File: config.mk
export PLATFORM = sky130hd
export DESIGN_NAME = data_io_fifo
export DESIGN_NICKNAME = d
export VERILOG_FILES = /design/src/rtl/data_io_pkg.sv /design/src/rtl/data_io_wfifo.sv /design/src/rtl/data_io_fifo.sv
export SDC_FILE = /design/constraint.sdc
export NUM_CORES = 1
export LEC_CHECK = 0
export BUFFER_PORTS_ARGS = -buffer_cell sky130_fd_sc_hd__buf_2
export CORE_AREA = 4 4 176 178
export DETAILED_ROUTE_END_ITERATION = 10
export DIE_AREA = 0 0 180 182
export MAX_ROUTING_LAYER = met4
export PLACE_DENSITY = 0.73
export SYNTH_ARGS = -nofsm -noshare
export SYNTH_HDL_FRONTEND = slang
export SYNTH_SLANG_ARGS = --single-unit
export TNS_END_PERCENT = 100
File: constraint.sdc
create_clock -name clk -period 11.5 [get_ports clk]
set_clock_uncertainty 0.2 [all_clocks]
set_input_delay 3.45 -clock clk [delete_from_list [all_inputs] [get_ports clk]]
set_output_delay 3.45 -clock clk [all_outputs]
set_load 0.01 [all_outputs]
File: src/rtl/data_io_pkg.sv
// Shared constants and state encoding for the UIO file-download port.
package data_io_pkg;

    localparam logic [7:0] UIO_FILE_TX     = 8'h53;
    localparam logic [7:0] UIO_FILE_TX_DAT = 8'h54;
    localparam logic [7:0] UIO_FILE_INDEX  = 8'h55;
    localparam logic [7:0] JMP_OPCODE      = 8'hC3;

    typedef enum logic [1:0] {
        IDLE,
        LOAD,
        DRAIN,
        ERASE
    } state_t;

endpackage

File: src/rtl/data_io_wfifo.sv
// Synchronous write FIFO; head entry is read straight from storage.
module data_io_wfifo
    import data_io_pkg::*;
#(
    parameter int W = 33,
    parameter int D = 8,
    localparam int PW = $clog2(D)
) (
    input  logic          clk,
    input  logic          reset_n,
    input  logic          push,
    input  logic [W-1:0]  din,
    input  logic          pop,
    output logic [W-1:0]  dout,
    output logic          full,
    output logic          empty,
    output logic [PW:0]   count
);

    logic [W-1:0]  mem [D];
    logic [PW-1:0] wp;
    logic [PW-1:0] rp;
    logic          do_push;
    logic          do_pop;

    assign empty   = (count == '0);
    assign full    = (count == (PW+1)'(D));
    assign do_pop  = pop && !empty;
    // A full FIFO still takes a push when the head leaves this cycle.
    assign do_push = push && (!full || do_pop);
    assign dout    = mem[rp];

    always_ff @(posedge clk or negedge reset_n) begin
        if (!reset_n) begin
            wp    <= '0;
            rp    <= '0;
            count <= '0;
        end else begin
            if (do_push) wp <= wp + 1'b1;
            if (do_pop)  rp <= rp + 1'b1;
            unique case ({do_push, do_pop})
                2'b10:   count <= count + 1'b1;
                2'b01:   count <= count - 1'b1;
                default: ;
            endcase
        end
    end

    always_ff @(posedge clk) begin
        if (do_push) mem[wp] <= din;
    end

endmodule

File: src/rtl/data_io_fifo.sv
// UIO file-transfer receiver: SPI oversampling, load/patch/erase control,
// RAM write requests through a small FIFO with a ready handshake.
module data_io_fifo
    import data_io_pkg::*;
#(
    parameter int            AW         = 25,
    parameter int            FIFO_DEPTH = 8,
    parameter logic [AW-1:0] BASE_IDX0  = 'h10000,
    parameter logic [AW-1:0] BASE_IDXN  = 'h100000,
    parameter bit            PATCH_EN   = 1'b1,
    parameter bit            ERASE_EN   = 1'b1,
    parameter logic [AW-1:0] ERASE_END  = 'h10000,
    parameter logic [7:0]    FILL       = 8'h00
) (
    input  logic          clk,
    input  logic          reset_n,
    input  logic          spi_sck,
    input  logic          spi_ss,
    input  logic          spi_sdi,
    output logic          downloading,
    output logic [4:0]    index,
    output logic          overflow,
    output logic          ram_wr,
    input  logic          ram_ready,
    output logic [AW-1:0] ram_addr,
    output logic [7:0]    ram_data
);

    localparam int CW = $clog2(FIFO_DEPTH) + 1;

    logic [1:0]    sck_q, ss_q, sdi_q;
    logic          sck_d, rise;
    logic [2:0]    bcnt;
    logic [6:0]    sr;
    logic          have_cmd;
    logic [7:0]    cmd, rx;
    logic          rx_v;
    logic          start, stop, dat;
    state_t        state, nxt;
    logic [AW-1:0] ptr, ers_addr, ers_nxt;
    logic          ers_on, ers_hs, ers_last, erase_go;
    logic          lnz, pend2;
    logic [1:0]    hcnt;
    logic [7:0]    hi;
    logic          hdr, hdr0, hdr1;
    logic          push, pop, acc, two_free;
    logic [AW+7:0] wdin, head;
    logic          full, empty;
    logic [CW-1:0] cnt;

    always_ff @(posedge clk or negedge reset_n) begin
        if (!reset_n) begin
            sck_q <= '0;
            ss_q  <= 2'b11;
            sdi_q <= '0;
            sck_d <= 1'b0;
        end else begin
            sck_q <= {sck_q[0], spi_sck};
            ss_q  <= {ss_q[0], spi_ss};
            sdi_q <= {sdi_q[0], spi_sdi};
            sck_d <= sck_q[1];
        end
    end

    assign rise = sck_q[1] && !sck_d;

    always_ff @(posedge clk or negedge reset_n) begin
        if (!reset_n) begin
            bcnt     <= '0;
            sr       <= '0;
            have_cmd <= 1'b0;
            cmd      <= '0;
            rx       <= '0;
            rx_v     <= 1'b0;
        end else begin
            rx_v <= 1'b0;
            if (ss_q[1]) begin
                bcnt     <= '0;
                have_cmd <= 1'b0;
            end else if (rise) begin
                sr   <= {sr[5:0], sdi_q[1]};
                bcnt <= bcnt + 3'd1;
                if (bcnt == 3'd7) begin
                    if (!have_cmd) begin
                        cmd      <= {sr, sdi_q[1]};
                        have_cmd <= 1'b1;
                    end else begin
                        rx   <= {sr, sdi_q[1]};
                        rx_v <= 1'b1;
                    end
                end
            end
        end
    end

    assign start = rx_v && (cmd == UIO_FILE_TX) && rx[0];
    assign stop  = rx_v && (cmd == UIO_FILE_TX) && !rx[0];
    assign dat   = rx_v && (cmd == UIO_FILE_TX_DAT) && (state == LOAD);

    assign hdr      = PATCH_EN && lnz && (hcnt != 2'd2);
    assign hdr0     = hdr && (hcnt == 2'd0);
    assign hdr1     = hdr && (hcnt == 2'd1);
    assign pop      = !ers_on && ram_ready;
    assign acc      = !full || (pop && !empty);
    assign two_free = cnt <= CW'(FIFO_DEPTH - 2);
    assign ers_hs   = ers_on && ram_ready;
    assign ers_nxt  = ers_addr + 1'b1;
    assign ers_last = (ers_nxt == ERASE_END);
    assign erase_go = ERASE_EN && lnz && (ptr < ERASE_END);

    always_comb begin
        push = 1'b0;
        wdin = '0;
        if (pend2) begin
            push = 1'b1;
            wdin = {AW'(2), hi};
        end else if (dat) begin
            unique case (1'b1)
                hdr0: begin
                    push = 1'b1;
                    wdin = {AW'(0), JMP_OPCODE};
                end
                hdr1: begin
                    push = two_free;
                    wdin = {AW'(1), rx};
                end
                !hdr: begin
                    push = 1'b1;
                    wdin = {ptr, rx};
                end
            endcase
        end
    end

    always_comb begin
        nxt = state;
        if (start) begin
            nxt = LOAD;
        end else begin
            unique case (state)
                LOAD:    if (stop) nxt = DRAIN;
                DRAIN:   if (empty && !pend2 && !ers_on)
                             nxt = erase_go ? ERASE : IDLE;
                ERASE:   if (ers_hs && ers_last) nxt = IDLE;
                default: ;
            endcase
        end
    end

    always_ff @(posedge clk or negedge reset_n) begin
        if (!reset_n) state <= IDLE;
        else          state <= nxt;
    end

    always_ff @(posedge clk or negedge reset_n) begin
        if (!reset_n) begin
            index    <= '0;
            overflow <= 1'b0;
            ptr      <= '0;
            lnz      <= 1'b0;
            hcnt     <= '0;
            hi       <= '0;
            pend2    <= 1'b0;
            ers_on   <= 1'b0;
            ers_addr <= '0;
        end else begin
            pend2 <= 1'b0;
            if (rx_v && (cmd == UIO_FILE_INDEX)) index <= rx[4:0];
            if (start) begin
                lnz      <= (index != '0);
                ptr      <= (index == '0) ? BASE_IDX0 : BASE_IDXN;
                overflow <= 1'b0;
                hcnt     <= '0;
            end else if (dat) begin
                unique case (1'b1)
                    hdr0: begin
                        hi   <= rx;
                        hcnt <= 2'd1;
                        if (!acc) overflow <= 1'b1;
                    end
                    hdr1: begin
                        ptr   <= AW'({hi, rx});
                        hcnt  <= 2'd2;
                        pend2 <= two_free;
                        if (!two_free) overflow <= 1'b1;
                    end
                    !hdr: begin
                        ptr <= ptr + 1'b1;
                        if (!acc) overflow <= 1'b1;
                    end
                endcase
            end
            // An aborted erase keeps presenting its write until it is taken.
            if (state == DRAIN && nxt == ERASE) begin
                ers_on   <= 1'b1;
                ers_addr <= ptr;
            end else if (ers_hs) begin
                ers_addr <= ers_nxt;
                if (state != ERASE || start || ers_last) ers_on <= 1'b0;
            end
        end
    end

    data_io_wfifo #(
        .W (AW + 8),
        .D (FIFO_DEPTH)
    ) u_wfifo (
        .clk     (clk),
        .reset_n (reset_n),
        .push    (push),
        .din     (wdin),
        .pop     (pop),
        .dout    (head),
        .full    (full),
        .empty   (empty),
        .count   (cnt)
    );

    assign downloading = (state != IDLE);
    assign ram_wr      = ers_on || !empty;
    assign ram_addr    = ers_on ? ers_addr : (empty ? '0 : head[AW+7:8]);
    assign ram_data    = ers_on ? FILL : (empty ? 8'h00 : head[7:0]);

endmodule

==> results.ini <==
[synth]
yosys_register_bits=380
ys_seq_area_frac=0.6564
synth-edff-count=264
synth_cell_types=61
avgSynthCellArea_um2=14.46
syn-num-nets=1156
yosys_warnings=0
async_reset_ff_frac=0.3053
synthFlopType=edfxtp_1
netlist_area_um2=16500
syn_inst=1141

[worst_setup_path]
cp-end-kind=output pin
cp.arrival_ns=3.40
worstSetupPathType=reg -> out
reg2reg_slack_ns=7.71
cp.required_ns=7.85
rr_worst_depth=8
path_buf_inv=2
rr_endpoint=u_wfifo.mem[4][27]$_DFFE_PP_
path_cells=buf_4 > mux4_2 > mux2i_1 > o21ai_0 > buf_2
crit_family=buffers and inverters
cpPeakStageDelay_ns=0.81
start_kind=register
cp_max_fo=46
crit_path_top_delay_cell=buf_4
r2r_start=state[1]$_DFF_PN0_

[sta]
rsz0062_at_grt=no
fmax_mhz=141.9
slew_headroom=0.2585
min_period_ns=7.048
setup_tns_ns=0
fin_hold_ws_ns=0.1530
setup_viol=0
slew_viol_final=0
tightestPinTransition_ns=1.108
finalHoldViolCount=0
fin_crit_sh=0.6128

[status]
status=finished, final reports clean

[floorplanning]
rows=63
die_h_um=182
die_area_um2=32760
start_util=0.5613
coreArea_um2=29400
pin_count=47
die_w_um=180

[route]
wl_per_cell_um=23.19
drt_iter0_drc=994
drtAntennaViolNets=0
first_pass_iters=5
drt-total-wl_mm=37.10
route.detailed.drc=0
via_count=9935
avgViaCountPerCell=6.209

[hold_path]
hold_path_end=sdi_q[1]$_DFF_PN0_
hold_depth=0
hp-start=sdi_q[0]$_DFF_PN0_
worstHoldPathType=reg -> reg

[global_routing]
grt_pass1_wl_mm=58.47
antenna_found_initial=0
overflow=0
track_usage=0.2344
first_global_vias=9988
grt_max_degree=66

[layout]
final_common_cell=edfxtp_1
drive_gt1_frac=0.2050
mostFrequentLayoutCells=edfxtp_1, dfrtp_1, nor2_1, nand2_1, o21ai_0
antennaDiodeCount=0
area_growth_pct=11.55
fillers=2129
nNetsFinal=1195

[clock_network]
clkLatencyLatePin_ns=0.52
cts_tree=done
clock_sink_count=380
clock_path_buffers=3
postCtsSetupRepairBufs=0
hold_buffers=0
cts_root_buf=clkbuf_16
cts.clk_slew.worst_paths_ns=0.06
h-tree-depth=2
numCtsBuffers=39
ctsResizeCount=0

[placed_design]
dp_hpwl_mm=23.08
place_congestion=0.9291
port-buffer-count=46

[run]
cap_violations=0

[pwr]
power_density_nw_per_um2=180.8
peakVddDrop_uv=180.0
p_leak_nw=6.695

-- worst max-delay path by stage --
stage | slack [ns] | from | endpoint | cells past startpoint
2_1_floorplan | 4.52 | ram_ready | u_wfifo.mem[0][0]$_DFFE_PP_ | 5
3_5_place_dp | 4.91 | u_wfifo.rp[0]$_DFFE_PN0P_ | ram_addr[16] | 5
6_report | 4.45 | u_wfifo.rp[0]$_DFFE_PN0P_ | ram_addr[16] | 5
4_1_cts | 4.36 | u_wfifo.rp[0]$_DFFE_PN0P_ | ram_addr[16] | 5
3_3_place_gp | 4.90 | u_wfifo.rp[0]$_DFFE_PN0P_ | ram_addr[16] | 5
5_1_grt | 4.20 | u_wfifo.rp[0]$_DFFE_PN0P_ | ram_addr[16] | 5
-- state kept, by name, summed over array words and instances, names as in the netlist, 2 cells and up --
register and cells:
u_wfifo.mem 264, ers_addr 25, ptr 25, cmd 8
hi 8, rx 8, sr 7, index 5
u_wfifo.count 4, bcnt 3, u_wfifo.rp 3, u_wfifo.wp 3
hcnt 2, sck_q 2, sdi_q 2, ss_q 2
state 2
-- worst reg2reg max path: cells and delay by family, from the launching register on --
kind | cells | cell delay (ns)
simple gates | 5 | 1.82
flops | 1 | 0.43
buf+inv | 2 | 0.76
compound gates | 1 | 0.19
-- Yosys cell counts (all sizes together), types with 2 or more instances --
cell | count | area [um^2]
mux2i | 38 | 380.4
a41oi | 2 | 17.52
o22ai | 7 | 43.79
a22oi | 4 | 30.03
nor3b | 4 | 30.03
dfrtp | 114 | 2853
a31oi | 11 | 68.82
mux4 | 66 | 1486
buf | 25 | 121.4
nand3 | 32 | 165.2
a21o | 4 | 30.03
nand4bb | 2 | 22.52
nor2 | 86 | 322.8
and2 | 21 | 133.9
a21oi | 46 | 230.2
a211oi | 2 | 15.01
nor3 | 33 | 181.4
o31ai | 7 | 52.55
and4 | 3 | 26.28
nand4 | 14 | 108.9
inv | 15 | 56.30
xnor2 | 15 | 131.4
edfxtp | 264 | 7928
and3 | 11 | 68.82
nand2 | 78 | 292.8
or2 | 4 | 25.02
a211o | 3 | 26.28
o21ai | 78 | 390.4
or4 | 2 | 15.01
ha | 8 | 100.1
clkbuf | 43 | 162.7
xor2 | 21 | 183.9
nor4 | 14 | 138.9
nand2b | 13 | 81.33
mux2 | 37 | 416.7
dfstp | 2 | 52.55
-- layout make-up --
cell class,count,area [um^2],share of cell area
Clock inverter,18,137.6,0.007476
Timing Repair Buffer,66,382.9,0.02080
Clock buffer,53,1121,0.06089
Multi-Input combinational cell,678,5385,0.2925
Sequential cell,380,10840,0.5888
Inverter,15,56.30,0.003058
Tap cell,390,488.0,0.02651
-- routing by layer --
| metal | global-route usage | part of all wire | wire length, um |
|---|---|---|---|
| met1 | 0.3288 | 0.43 | 15820 |
| met2 | 0.3662 | 0.48 | 17830 |
| met3 | 0.03786 | 0.070 | 2591 |
| met4 | 0.06004 | 0.023 | 864 |
| met5 | - | 0 | 0 |
-- through the flow --
step	cell area (um^2)	utilization	worst slack [ns]	power (mW)	instances
after floorplan	16500	-	4.520	1.949	1141
after global placement	17150	0.5833	4.895	2.130	1529
after detailed placement	17150	0.5833	4.912	2.136	1529
after CTS	18410	0.6262	4.357	3.359	1600
after global routing	18410	0.6262	4.200	3.474	1600
final	18410	0.6262	4.452	3.329	1600
-- cell families after synthesis --
family | count (synthesis) | share of synthesized area
flops | 380 | 0.6564
buf+inv | 83 | 0.02062
mux | 141 | 0.1384
fa+ha+maj | 9 | 0.007279
xor+xnor | 36 | 0.01911
compound gates | 170 | 0.05792
simple gates | 322 | 0.1003
-- where the power goes --
part / total [mW] / internal, mW / switching (mW)
combinational: 0.531 / 0.239 / 0.292
sequential: 1.57 / 1.48 / 0.0859
clock: 1.23 / 0.728 / 0.501
Note: power is estimated with default switching activity, not from simulation.
